--- src/rtl/bin2bcd_pkg.sv ---
// Shared types and constants for the sequential binary-to-BCD converter.
package bin2bcd_pkg;

  typedef enum logic [1:0] {
    IDLE   = 2'd0,
    SHIFT  = 2'd1,
    FINISH = 2'd2
  } state_t;

  localparam int BIN_W     = 14;
  localparam int DIGITS    = 4;
  localparam int BCD_W     = 16;
  localparam int MAX_VAL   = 9999;
  localparam int SHIFT_CNT = 14;

  // Inputs above the four-digit range saturate so no digit can exceed 9.
  function automatic logic [BIN_W-1:0] clamp_bin(input logic [BIN_W-1:0] v);
    if (v > BIN_W'(MAX_VAL)) begin
      return BIN_W'(MAX_VAL);
    end
    return v;
  endfunction

endpackage

--- src/rtl/bin2bcd_add3.sv ---
// Single-digit double-dabble correction: add 3 to any digit of 5 or more
// so that the following left shift carries correctly into the next digit.
module bcd_add3 (
  input  logic [3:0] digit_in,
  output logic [3:0] digit_out
);

  // Correction applied before each shift; 9+3 = 12 still fits in 4 bits.
  always_comb begin
    digit_out = digit_in;
    if (digit_in >= 4'd5) begin
      digit_out = digit_in + 4'd3;
    end
  end

endmodule

--- src/rtl/bin2bcd.sv ---
// Sequential 14-bit binary to 4-digit BCD converter, one bit per clock.
// Result registers only change in FINISH; done is a level held until the
// next accepted start or reset.
module bin2bcd
  import bin2bcd_pkg::*;
(
  input  logic                 clkin,
  input  logic                 reset,
  input  logic                 enable,
  input  logic [BIN_W-1:0]     data,
  output logic [3:0]           tho,
  output logic [3:0]           hun,
  output logic [3:0]           ten,
  output logic [3:0]           uni,
  output logic                 done
);

  localparam int SR_W = BIN_W + BCD_W;

  state_t               state_q, state_d;
  logic [3:0]           cnt_q, cnt_d;
  logic [SR_W-1:0]      shreg_q, shreg_d;
  logic [BCD_W-1:0]     result_q, result_d;
  logic                 done_q, done_d;

  logic [BCD_W-1:0]     bcd_adj;
  logic [SR_W-1:0]      shift_src;

  // Four parallel digit corrections on the scratch BCD field.
  for (genvar gi = 0; gi < DIGITS; gi++) begin : g_add3
    bcd_add3 u_add3 (
      .digit_in  (shreg_q[BIN_W + 4*gi +: 4]),
      .digit_out (bcd_adj[4*gi +: 4])
    );
  end

  assign shift_src = {bcd_adj, shreg_q[BIN_W-1:0]};

  // Next-state logic for the FSM, counter, scratch and result registers.
  always_comb begin
    state_d  = state_q;
    cnt_d    = cnt_q;
    shreg_d  = shreg_q;
    result_d = result_q;
    done_d   = done_q;
    case (state_q)
      IDLE: begin
        if (enable) begin
          shreg_d = {{BCD_W{1'b0}}, clamp_bin(data)};
          cnt_d   = 4'd0;
          done_d  = 1'b0;
          state_d = SHIFT;
        end
      end
      SHIFT: begin
        shreg_d = shift_src << 1;
        cnt_d   = cnt_q + 4'd1;
        if (cnt_q == 4'(SHIFT_CNT - 1)) begin
          state_d = FINISH;
        end
      end
      FINISH: begin
        result_d = shreg_q[SR_W-1:BIN_W];
        done_d   = 1'b1;
        state_d  = IDLE;
      end
      default: begin
        state_d = IDLE;
      end
    endcase
  end

  // State registers with synchronous reset taking priority over everything.
  always_ff @(posedge clkin) begin
    if (reset) begin
      state_q  <= IDLE;
      cnt_q    <= 4'd0;
      shreg_q  <= '0;
      result_q <= '0;
      done_q   <= 1'b0;
    end else begin
      state_q  <= state_d;
      cnt_q    <= cnt_d;
      shreg_q  <= shreg_d;
      result_q <= result_d;
      done_q   <= done_d;
    end
  end

  assign tho  = result_q[15:12];
  assign hun  = result_q[11:8];
  assign ten  = result_q[7:4];
  assign uni  = result_q[3:0];
  assign done = done_q;

endmodule

--- config.mk ---
export PLATFORM = sky130hd
export DESIGN_NAME = bin2bcd
export DESIGN_NICKNAME = d
export VERILOG_FILES = /design/src/rtl/bin2bcd_pkg.sv /design/src/rtl/bin2bcd_add3.sv /design/src/rtl/bin2bcd.sv
export SDC_FILE = /design/constraint.sdc
export NUM_CORES = 1
export LEC_CHECK = 0
export ABC_AREA = 1
export BUFFER_PORTS_ARGS = -buffer_cell sky130_fd_sc_hd__buf_2
export CAP_MARGIN = 0
export CELL_PAD_IN_SITES_DETAIL_PLACEMENT = 1
export CELL_PAD_IN_SITES_GLOBAL_PLACEMENT = 2
export CORE_ASPECT_RATIO = 0.7
export CORE_UTILIZATION = 29
export CTS_BUF_LIST = sky130_fd_sc_hd__clkbuf_16
export CTS_CLUSTER_SIZE = 30
export DETAILED_ROUTE_END_ITERATION = 10
export HOLD_SLACK_MARGIN = 0.05
export PLACE_DENSITY_LB_ADDON = 0.05
export RECOVER_POWER = 100
export REMOVE_ABC_BUFFERS = 1
export SETUP_SLACK_MARGIN = 0.5
export SYNTH_ARGS = -nofsm -noshare
export SYNTH_HDL_FRONTEND = slang
export SYNTH_SLANG_ARGS = --single-unit
--- constraint.sdc ---
create_clock -name clkin -period 1.2 [get_ports clkin]
set_input_delay 0.24 -clock clkin [delete_from_list [all_inputs] [get_ports clkin]]
set_output_delay 0.24 -clock clkin [all_outputs]
set_load 0.05 [all_outputs]
==> PnR_summary.wiki <==
{| class="wikitable"
! Metric !! Value
|-
| Routed wire length on met2 || about 4000 um
|-
| Chip Height || slightly below 80 um
|-
| Max-cap viol count || 0
|-
| Post-route setup slack || -0.0671 ns
|-
| Cell type of the slowest stage on the worst timing path || sky130_fd_sc_hd__dfxtp_4
|-
| Met1 Routed Length || 4410 um
|-
| Leak pwr || 1.68 nW
|-
| Post-DR wirelength/cell || 17.0 um
|-
| Number of nets in the final layout || 432
|-
| Gate count of the mapped netlist || between 300 and 400
|-
| CP Max Fanout || 8
|-
| Share of synthesized cell area in full adder, half adder and majority cells || 0.0520
|-
| Final critical delay including setup and external delays || about 1.3 ns
|-
| TritonCTS sink count || 53
|-
| DRC violations left || 0
|-
| Port bufs || 33
|-
| Synthesized-area fraction occupied by and/or/nand/nor cells || 0.200
|-
| Worst r2r dst || result_q[8]
|-
| Number of flops mapped to enable cells by yosys || 0
|-
| Routed Wire Length || around 8600 um
|-
| Wire length of the first global-routing pass || 14,200 um
|-
| Worst Max-Slew Pin Slew || 0.272 ns
|-
| Depth of the CTS H-tree || 2
|-
| Relative max-transition margin || 0.818
|-
| Number of hold-repair buffers added at the cts stage || 0
|-
| TritonCTS clock tree || yes
|-
| Run status || finished, violations left
|-
| Crit path arrival time || between 1 and 1.5 ns
|-
| Worst hold path cell count || 3
|-
| Most area-consuming cells after synthesis || sky130_fd_sc_hd__dfxtp_1 (44%), sky130_fd_sc_hd__a21oi_1 (9.8%), sky130_fd_sc_hd__nand2_1 (8.4%)
|-
| Number of buffers inserted during clock tree synthesis || 5
|-
| Ys flop type || sky130_fd_sc_hd__dfxtp_1
|-
| Share of the synthesized area in compound gates (AO/OA/AOI/OAI) || 0.211
|-
| Count of unique library cells instantiated by Yosys || 27
|-
| Largest net degree at the start of global routing || 29
|-
| Number of placed I/O pins || 34
|-
| Hold-critical path endpoint || shreg_q[3]
|-
| Final design utilization || 0.495
|-
| Seq/Total Area, Yosys || 0.441
|-
| R2R Setup Slk || -0.07 ns
|-
| Worst hold margin || 0.198 ns
|-
| Unrepaired setup endpoints after global routing || yes
|-
| Via count of the first global-routing pass || 2,653
|-
| Violated checks || setup timing
|-
| Worst vdd rail ir drop || 0.466 mV
|-
| R2R Path Start || state_q[1]
|-
| Die Span X || between 100 and 150 um
|-
| Startpoint kind of the worst setup timing path || register
|-
| Average cell area after synthesis || 7.59 sq um
|-
| Library cell used as clock root buffer || sky130_fd_sc_hd__clkbuf_16
|-
| Final period utilization || 1.06
|-
| Cell type contributing the most total cell area after synthesis || sky130_fd_sc_hd__dfxtp_1
|-
| Source-to-sink clock delay at the later pin of the worst-skew pair || 0.29 ns
|-
| Register bit count reported by yosys || 53
|-
| Worst setup EP type || register
|-
| Overall overflow remaining after global route || 0
|-
| Commonest non-fill, non-tap cell in the layout || sky130_fd_sc_hd__buf_4
|-
| DR iter-0 viols || 68
|-
| Met3 routed wirelength || 149 um
|-
| Global routing usage summed across all routing layers || 0.209
|-
| Sum of net half-perimeters after detailed placement || 4810 um
|-
| Layout Skew || 0.00603 ns
|-
| Class of the tightest hold or removal check || primary input to register
|-
| Achievable frequency || 789 MHz
|-
| Clock Tree Buf Depth || 2
|-
| Initial antenna violation count || 0
|-
| Number of setup violations in the final report || 31
|-
| Type of the setup path with the least slack || register to register
|-
| Power density relative to cell area || 980 mW/mm^2
|-
| Delay of the slowest cell on the worst path || 0.37 ns
|-
| Via count normalized by instance count || 4.93
|-
| Core Box Area || 0.00794 sq mm
|-
| Main combinational cell family by area after synthesis || compound AO/OA/AOI/OAI gates
|-
| Highest metal layer with signal wires || met4
|-
| Layout cells sized above 1 || 0.536
|-
| Via count of the routed design || 2,495
|-
| Detailed Routing Iterations Pass 1 || 4
|-
| Antenna-violating nets left || 0
|-
| Initial cell density of the core || 0.303
|-
| Synth Cell Area || 0.00241 sq mm
|-
| Antenna Cells || 0
|-
| Total Die Area || 0.00867 sq mm
|-
| Cell depth of the worst flop-to-flop path || 6
|-
| Final number of hold-violating endpoints || 0
|-
| Fraction of synthesized area in multiplexers || 0
|-
| Proportion of register bits with asynchronous set or reset after synthesis || 0
|-
| Min-delay src || data[3]
|-
| Area growth, synth to finish || 63.4%
|-
| Row Count || 27
|-
| Post-synth top area share || 0.441
|-
| Post-CTS clock slew at the launch and capture registers of the worst setup and hold paths || 0.07 ns
|-
| Cells along the critical path || inv_2 > buf_6 > nor2_4 > clkbuf_16 > o21ai_1 > a21oi_2
|-
| Synthesized-area fraction occupied by xor and xnor cells || 0.0146
|-
| Number of max-slew violations in the final report || 0
|-
| Warnings from Yosys || 0
|-
| Routability congestion estimate || 0.741
|-
| Required arrival time at the worst endpoint || ~1.4 ns
|-
| Most used cells in the layout excluding fill and tap cells || sky130_fd_sc_hd__buf_4 (38), sky130_fd_sc_hd__nand2_1 (34), sky130_fd_sc_hd__a21oi_1 (33)
|}
-- layer usage --
metal	up-vias	GRT usage
met3	8	0.0363
li1	1241	-
met5	-	0
met4	0	0.0480
met1	1226	0.290
met2	20	0.337
-- report_power, final --
group          leakage, nW  switching, W  internal, W
clock               0.0685      0.000658     0.000750
sequential           0.446     0.0000317      0.00180
combinational         1.16      0.000319     0.000297
-- cell families after synthesis --
| group | after synthesis |
|---|---|
| fa+ha+maj | 10 |
| flops | 53 |
| compound gates | 93 |
| xor+xnor | 4 |
| buf+inv | 48 |
| simple gates | 109 |
-- synthesized netlist by cell type, types with 2 or more instances --
library cell,n
sky130_fd_sc_hd__nand4_1,5
sky130_fd_sc_hd__o21ai_1,4
sky130_fd_sc_hd__nor2_1,14
sky130_fd_sc_hd__o21a_1,3
sky130_fd_sc_hd__a21oi_1,47
sky130_fd_sc_hd__nor3_1,7
sky130_fd_sc_hd__nand3_1,21
sky130_fd_sc_hd__o211ai_1,7
sky130_fd_sc_hd__or2_1,2
sky130_fd_sc_hd__dfxtp_1,53
sky130_fd_sc_hd__o21ai_0,26
sky130_fd_sc_hd__inv_1,26
sky130_fd_sc_hd__a21boi_0,2
sky130_fd_sc_hd__ha_1,10
sky130_fd_sc_hd__nand2_1,54
sky130_fd_sc_hd__inv_2,5
sky130_fd_sc_hd__a21boi_1,2
sky130_fd_sc_hd__buf_4,2
sky130_fd_sc_hd__clkbuf_1,7
sky130_fd_sc_hd__xor2_1,4
sky130_fd_sc_hd__buf_2,7
sky130_fd_sc_hd__or2_0,4
-- repair_timing --
| action | 4_1_cts | 5_1_grt |
|---|---|---|
| pin swaps | 18 | 29 |
| gates resized for setup | 179 | 54 |
| setup buffers | 15 | 5 |
| cloned | 5 | 0 |
| setup endpoints to repair | 70 | 70 |
-- stage by stage --
step	total power (W)	worst slack, ns	setup TNS [ns]	cells	cell area, sq um
6_report	0.00385	-0.0671	-0.670	506	3930
3_3_place_gp	0.00230	-0.0893	-0.446	474	3000
5_1_grt	0.00401	-0.110	-2.98	506	3930
2_1_floorplan	0.00205	-0.655	-25.40	301	2330
4_1_cts	0.00387	-0.0307	-0.423	501	3900
3_5_place_dp	0.00230	-0.135	-1.35	474	3000
-- state kept, by name (all words and copies together) (netlist names) --
register and cells:
shreg_q 30, result_q 16, cnt_q 4, state_q 2
done 1
-- worst max-delay path by stage --
stage | slack [ns] | start | cells past startpoint | endpoint
6_report | -0.07 | state_q[1] | 6 | result_q[8]
3_5_place_dp | -0.14 | shreg_q[15] | 7 | shreg_q[16]
4_1_cts | -0.03 | state_q[0] | 8 | shreg_q[27]
2_1_floorplan | -0.65 | state_q[0] | 7 | shreg_q[4]
5_1_grt | -0.11 | state_q[1] | 7 | result_q[7]
3_3_place_gp | -0.09 | state_q[0] | 7 | shreg_q[1]
-- cell type report --
| cell class | count | area [sq um] |
|---|---|---|
| Clock inverter | 2 | 7.51 |
| Multi-Input combinational cell | 216 | 1520 |
| Clock buffer | 5 | 125 |
| Fill cell | 921 | 4010 |
| Timing Repair Buffer | 97 | 902 |
| Sequential cell | 53 | 1110 |
| Inverter | 32 | 143 |
| Tap cell | 101 | 126 |
-- critical path, delay by kind of cell (launching register included) --
kind	cells	cell delay, ns
AO/OA/AOI/OAI	2	0.25
AND/OR/NAND/NOR	1	0.20
buffers and inverters	3	0.36
flip-flops	1	0.37
Power figures use the tool's default switching activity.
